--- src/rtl/my_fifo4x16.sv ---
// rtl/my_fifo4x16.sv - 4-entry x 16-bit show-ahead FIFO whose head word is selected by my_mux4way16
// The read pointer selects one of the four storage registers, so the head word is available with no read latency.

module my_mux4way16 (
  input  logic [15:0] a,
  input  logic [15:0] b,
  input  logic [15:0] c,
  input  logic [15:0] d,
  input  logic [1:0]  sel,
  output logic [15:0] out
);
  always_comb begin
    out = a;
    unique case (sel)
      2'd0: out = a;
      2'd1: out = b;
      2'd2: out = c;
      2'd3: out = d;
      default: out = a;
    endcase
  end
endmodule

module my_fifo4x16 (
  input  logic        clk,
  input  logic        reset,
  input  logic [15:0] in,
  input  logic        push,
  input  logic        pop,
  output logic [15:0] out,
  output logic        full,
  output logic        empty,
  output logic [2:0]  count,
  output logic        overflow,
  output logic        underflow
);
  logic [15:0] r0, r1, r2, r3;
  logic [1:0]  wr_ptr, rd_ptr;
  logic        pop_ok, push_ok;

  assign full  = (count == 3'd4);
  assign empty = (count == 3'd0);

  // Accept a push into a full FIFO only when a pop frees the head slot on the same edge.
  assign pop_ok  = pop & ~empty;
  assign push_ok = push & (~full | pop_ok);

  my_mux4way16 u_mux (
    .a   (r0),
    .b   (r1),
    .c   (r2),
    .d   (r3),
    .sel (rd_ptr),
    .out (out)
  );

  always_ff @(posedge clk or posedge reset) begin
    if (reset) begin
      r0        <= 16'h0000;
      r1        <= 16'h0000;
      r2        <= 16'h0000;
      r3        <= 16'h0000;
      wr_ptr    <= 2'd0;
      rd_ptr    <= 2'd0;
      count     <= 3'd0;
      overflow  <= 1'b0;
      underflow <= 1'b0;
    end else begin
      if (push_ok) begin
        unique case (wr_ptr)
          2'd0: r0 <= in;
          2'd1: r1 <= in;
          2'd2: r2 <= in;
          2'd3: r3 <= in;
          default: r0 <= in;
        endcase
        wr_ptr <= wr_ptr + 2'd1;
      end
      if (pop_ok) begin
        rd_ptr <= rd_ptr + 2'd1;
      end
      count     <= count + 3'(push_ok) - 3'(pop_ok);
      overflow  <= push & ~push_ok;
      underflow <= pop & ~pop_ok;
    end
  end
endmodule

--- config.mk ---
export PLATFORM = sky130hd
export DESIGN_NAME = my_fifo4x16
export DESIGN_NICKNAME = d
export VERILOG_FILES = /design/src/rtl/my_fifo4x16.sv
export SDC_FILE = /design/constraint.sdc
export NUM_CORES = 1
export LEC_CHECK = 0
export BUFFER_PORTS_ARGS = -buffer_cell sky130_fd_sc_hd__buf_2
export CORE_MARGIN = 4
export CORE_UTILIZATION = 50
export CTS_CLUSTER_DIAMETER = 60
export DETAILED_ROUTE_END_ITERATION = 8
export GPL_TIMING_DRIVEN = 0
export HOLD_SLACK_MARGIN = 0.12
export PLACE_DENSITY = 0.7
export SLEW_MARGIN = 20
export SYNTH_ARGS = -nofsm -noshare
export SYNTH_HDL_FRONTEND = slang
export SYNTH_HIERARCHICAL = 1
export SYNTH_SLANG_ARGS = --single-unit
--- constraint.sdc ---
create_clock -name clk -period 5.15 [get_ports clk]
set_input_delay 1.2875 -clock clk [delete_from_list [all_inputs] [get_ports clk]]
set_output_delay 1.2875 -clock clk [all_outputs]
set_load 0.01 [all_outputs]
==> impl_results.md, run 1 <==
* Clk slew on worst S/H paths at 0.07 ns
* NetSw at 831 µW
* Post-synthesis xor/xnor area fraction at 1.25%
* Final wirelength at 6.08 mm
* Most common cell after layout, fill and taps aside: dfrtp_1
* Root Driver: clkbuf_8
* Crit path max fanout at 10
* FF-to-FF End: count[2]$_DFF_PP0_
* Hold Fails Final Rpt at 0
* Diodes inserted at 0
* GRT overflow at 0
* Final period util at 59.0%
* Slew Limit Fails at 0
* Worst-Skew Late Latency at 0.34 ns
* Full die area at 0.00840 mm²
* Data arrival, critical path at 1.75 ns
* Sequential fraction of the synthesis area at 52.2%
* Status: finished clean
* Initial antenna violation count at 0
* Cells on Worst Hold Path at 1
* Max-cap violations at 0
* Num rows at 30
* Cell Chain, Critical Path: buf_6 -> buf_12 -> mux4_2 -> buf_2
* Max incr delay on CP at 0.51 ns
* CP top delay family: multiplexers
* First-pass GRT wire length at 10.3 mm
* Most frequent cells in the layout: dfrtp_1, buf_2, mux2_4
* Switch share at 29.9%
* Core Area at 0.00679 mm²
* Initial Utilization at 51.5%
* Worst Setup End Kind: primary output
* Internal at 1.95 mW
* Mean post-synth cell area at 17.6 µm²
* Setup crit start kind: flop
* CTS tree: done
* Synth Net Count at 225
* Worst r2r src: count[1]$_DFF_PP0_
* Clk pwr share at 18.3%
* RSZ-0062 raised after global routing: false
* Antenna Violating Nets Remaining at 0
* Residual DRC at 0
* Min-Delay Startpoint: rd_ptr[1]$_DFFE_PP0N_
* Placed wire-length estimate at 4.09 mm
* GR Util All Layers at 15.8%
* H-tree depth at 3
* WHS Endpoint: rd_ptr[1]$_DFFE_PP0N_
* Share of power burned in registers at 37.0%
* Logic pwr share at 44.7%
* Setup bufs post-CTS at 0
* Post-synthesis mux area share at 36.1%
* Setup violations, final at 0
* Min Tclk post-route at 3.04 ns
* Max_slew headroom at 64.2%
* Clock buffers created by TritonCTS at 9
* Flop2flop setup slack at 2.90 ns
* PD cells at 679 mW/mm²
* Fin nets at 279
* Synth cell types at 23
* Post-Syn Area at 0.00350 mm²
* I/O pin cnt at 43
* Min Hold Slack at 0.460 ns
* Leak at 1.89 nW
* Setup TNS at 0 ns
* Detailed Routing Iterations Pass 1 at 4
* Via Count at 1,822
* R2R cell count at 8
* CP max stage cell: mux4_2
* Least-Margin Pin Slew at 0.533 ns
* RePlAce Congestion at 0.708
* Fraction of layout instances using a drive strength above 1 at 57.0%
* Combinational family with the most area after synthesis: multiplexers
* Synth Warn # at 6
* Simple-Gate Fraction of Synth Area at 2.29%
* CTS sink cnt at 73
* Port bufs at 42
* Compound-Gate Fraction of Synth Area at 0.215%
* HP Class: flop to flop
* Worst setup path class: flop to primary output
* Die span in x at 91.7 µm
* CTS Hold Bufs at 0
* Initial DRC count at 66
* Clk_skew at 0.0148 ns
* Required time of the critical path at 3.86 ns
* Post-synthesis adder-cell area fraction at 2.36%
* Peak VDD IR at 0.000272 V
* Syn Inst Count at 199
* Number of global-route vias before repair at 1,948
* Number of synthesized register bits at 73
* Post-cts gate resize count at 0
* Max clock buf depth at 2
* Vias per cell at 5.15
* Die Span Y at 91.7 µm
* Drt wl/cell at 17.2 µm
* Pin count of the biggest net entering global routing at 56
* Area growth from synthesis to layout at 16.9%
* Peak Freq at 329 MHz
* Count of buffer and inverter cells on the critical path at 3
-- cell usage after synthesis --
cell type / instances / share of area, %
nand2b_1: 1 / 0.18
nor3b_1: 1 / 0.21
mux4_2: 10 / 6.4
nand3_1: 1 / 0.14
nand2_1: 2 / 0.21
dfrtp_1: 73 / 52
ha_1: 5 / 1.8
mux2_2: 25 / 8.0
fa_1: 1 / 0.57
mux2_4: 40 / 17
xnor2_1: 4 / 1.0
o31ai_1: 1 / 0.21
nor3_1: 1 / 0.14
mux4_1: 6 / 4.5
buf_12: 5 / 2.9
buf_2: 3 / 0.43
and2_1: 1 / 0.18
buf_6: 5 / 1.6
nor2_1: 2 / 0.21
and3_1: 4 / 0.71
inv_1: 6 / 0.64
or4b_1: 1 / 0.29
xor2_1: 1 / 0.25
-- worst max-delay path by stage --
stage,slack (ns),end,startpoint,cells past startpoint
after floorplan,2.01,count[0]$_DFF_PP0_,reset,1
after global placement,1.13,r0[9]$_DFFE_PP0P_,reset,2
after detailed placement,1.94,count[2]$_DFF_PP0_,pop,9
after CTS,2.08,out[2],rd_ptr[0]$_DFFE_PP0N_,4
after global routing,2.02,out[2],rd_ptr[0]$_DFFE_PP0N_,4
final,2.11,out[2],rd_ptr[0]$_DFFE_PP0N_,4
-- cells by family (layout without fill, tap and decap cells) --
group,Yosys count,in the layout
AOI/OAI and AO/OA,1,1
DFF,73,73
buffers and inverters,19,78
and+or+nand+nor,14,14
adders and majority gates,6,6
muxes,81,81
xor gates and xnor gates,5,5
-- flip-flops by register name (all words and copies together) (netlist names) --
register,flops
underflow,1
r1,16
r3,16
r0,16
rd_ptr,2
r2,16
count,3
overflow,1
wr_ptr,2
-- metrics by stage --
step	total power [mW]	area [µm²]	std cells	util [%]	worst slack, ns
after floorplan	1.97	3500	199	-	2.01
after global placement	2.27	3830	337	56.4	1.13
after detailed placement	2.30	3860	338	56.8	1.94
after CTS	2.81	4090	354	60.2	2.08
after global routing	2.95	4090	354	60.2	2.02
final	2.78	4090	354	60.2	2.11
-- cell type report --
cell class	instances	area, µm²
Buffer	13	171
Clock buffer	12	155
Clock inverter	4	75.1
Fill cell	527	2700
Inverter	6	25.0
Multi-Input combinational cell	107	1480
Sequential cell	73	1830
Tap cell	96	120
Timing Repair Buffer	43	238
-- routing by layer --
metal	GRT usage, %	part of all wire (%)	vias to the layer above
met4	6.41	1.6	0
met3	3.36	3.7	11
met1	21.9	48	946
met2	24.5	47	35
met5	0	0	-
li1	-	-	830
-- power by group through the flow --
| stage | Combinational (mW) | Clock, mW | Sequential (mW) |
|---|---|---|---|
| floorplan | 0.975 | 0 | 0.992 |
| CTS | 1.27 | 0.516 | 1.03 |
| detailed placement | 1.26 | 0 | 1.04 |
| finish | 1.24 | 0.507 | 1.03 |
| global placement | 1.24 | 0 | 1.03 |
| global route | 1.34 | 0.543 | 1.07 |
(Power assumes the default switching activity.)
==> run 2, diff against run 1 <==
--- a/config.mk
+++ b/config.mk
@@ -12,7 +12,7 @@
 export DETAILED_ROUTE_END_ITERATION = 8
 export GPL_TIMING_DRIVEN = 0
 export HOLD_SLACK_MARGIN = 0.12
-export PLACE_DENSITY = 0.7
+export PLACE_DENSITY = 0.73
 export SLEW_MARGIN = 20
 export SYNTH_ARGS = -nofsm -noshare
 export SYNTH_HDL_FRONTEND = slang
==> constraint.sdc (replaced) <==
create_clock -name clk -period 2.7 [get_ports clk]
set_input_delay 0.675 -clock clk [delete_from_list [all_inputs] [get_ports clk]]
set_output_delay 0.675 -clock clk [all_outputs]
set_load 0.01 [all_outputs]
==> impl_results.md, run 2 (synthesized netlist as in run 1, its figures left out) <==
* Core Area at 0.00679 mm²
* Post-cts gate resize count at 0
* Initial Utilization at 51.5%
* Setup TNS at 0 ns
* Clk_skew at 0.00757 ns
* Peak Freq at 410 MHz
* Drt wl/cell at 18.2 µm
* Final period util at 90.4%
* DP Area at 0.00386 mm²
* Area growth from synthesis to layout at 18.2%
* Required time of the critical path at 2.03 ns
* Worst setup path class: flop to primary output
* GR Util All Layers at 16.9%
* Setup crit start kind: flop
* Max clock buf depth at 2
* CTS sink cnt at 73
* Data arrival, critical path at 1.77 ns
* Pin count of the biggest net entering global routing at 47
* RSZ-0062 raised after global routing: false
* GRT overflow at 0
* Residual DRC at 0
* Die Span Y at 91.7 µm
* Setup violations, final at 0
* Post-Place Cells at 338
* Most common cell after layout, fill and taps aside: dfrtp_1
* Initial DRC count at 63
* Crit path max fanout at 10
* Die span in x at 91.7 µm
* HP Class: input pin to async pin
* Max-cap violations at 0
* Root Driver: clkbuf_8
* Placed wire-length estimate at 4.34 mm
* Clock buffers created by TritonCTS at 9
* Full die area at 0.00840 mm²
* Most frequent cells in the layout: dfrtp_1, buf_2, mux2_4
* Num rows at 30
* Setup bufs post-CTS at 0
* Fraction of layout instances using a drive strength above 1 at 57.4%
* Fin util at 60.9%
* Diodes inserted at 0
* Number of global-route vias before repair at 2,049
* Slew Limit Fails at 0
* Pwr Total at 5.51 mW
* H-tree depth at 3
* Max_slew headroom at 62.2%
* Combined area of the multi-input logic cells at 0.00148 mm²
* Sequential cell area at 0.00183 mm²
* Worst-Skew Late Latency at 0.34 ns
* Fillers at 508
* Detailed Routing Iterations Pass 1 at 4
* Non-Filler Instances at 354
* Vias per cell at 5.19
* Fin nets at 279
* Port bufs at 42
* Worst Setup End Kind: primary output
* Clk slew on worst S/H paths at 0.08 ns
* Peak VDD IR at 0.000542 V
* CTS Hold Bufs at 0
* PD cells at 1330 mW/mm²
* Fin worst setup slack at 0.260 ns
* Min Tclk post-route at 2.44 ns
* Initial antenna violation count at 0
* Hold Fails Final Rpt at 0
* Final wirelength at 6.44 mm
* Min Hold Slack at 0.316 ns
* First-pass GRT wire length at 10.7 mm
* Status: finished clean
* I/O pin cnt at 43
* CTS tree: done
* Least-Margin Pin Slew at 0.562 ns
* Design Area, Final at 0.00414 mm²
* Via Count at 1,836
* RePlAce Congestion at 0.732
* Leak at 1.92 nW
* Antenna Violating Nets Remaining at 0
* Pre-CTS setup slack at 0.105 ns
==> run 2: changes by cell type in the layout (fill, tap and decap cells not counted) <==
cell        change
bufinv_16       +2
clkbuf_1        -1
clkbuf_8        -1
clkinv_4        +1
clkinvlp_4      -2
inv_6           +1
==> run 2: cell type report <==
type / count / area share [%]
Sequential cell: 73 / 44.2
Multi-Input combinational cell: 107 / 35.8
Timing Repair Buffer: 43 / 5.75
Buffer: 13 / 4.15
Clock buffer: 10 / 3.33
Clock inverter: 6 / 3.33
Tap cell: 96 / 2.90
Inverter: 6 / 0.605
==> run 2: path summary, 6_finish.rpt <==
path | from | endpoint | slack [ns] | depth (start not counted)
min | reset | r2[6]$_DFFE_PP0P_ | 0.32 | 2
min in group clk | rd_ptr[1]$_DFFE_PP0N_ | rd_ptr[1]$_DFFE_PP0N_ | 0.46 | 1
max reg2reg | count[1]$_DFF_PP0_ | count[2]$_DFF_PP0_ | 0.45 | 7
max | rd_ptr[0]$_DFFE_PP0N_ | out[11] | 0.26 | 4
max in group asynchronous | reset | r0[0]$_DFFE_PP0P_ | 1.82 | 3
min reg2reg | rd_ptr[1]$_DFFE_PP0N_ | rd_ptr[1]$_DFFE_PP0N_ | 0.46 | 1
==> run 2: power breakdown <==
part | switching, mW | internal [mW] | total [mW]
Clock | 0.414 | 0.737 | 1.15
Sequential | 0.328 | 1.65 | 1.98
Combinational | 0.883 | 1.49 | 2.38
==> run 2: metal layers <==
metal / wire, µm / track usage (%)
met1: 2820 / 20.9
met2: 3260 / 27.5
met3: 284 / 5.00
met4: 79 / 7.16
met5: 0 / 0
==> run 2: critical path: stages, from the launching register on <==
cell     delay (ns)
dfrtp_1        0.40
buf_6          0.18
buf_12         0.16
mux4_2         0.52
buf_2          0.16
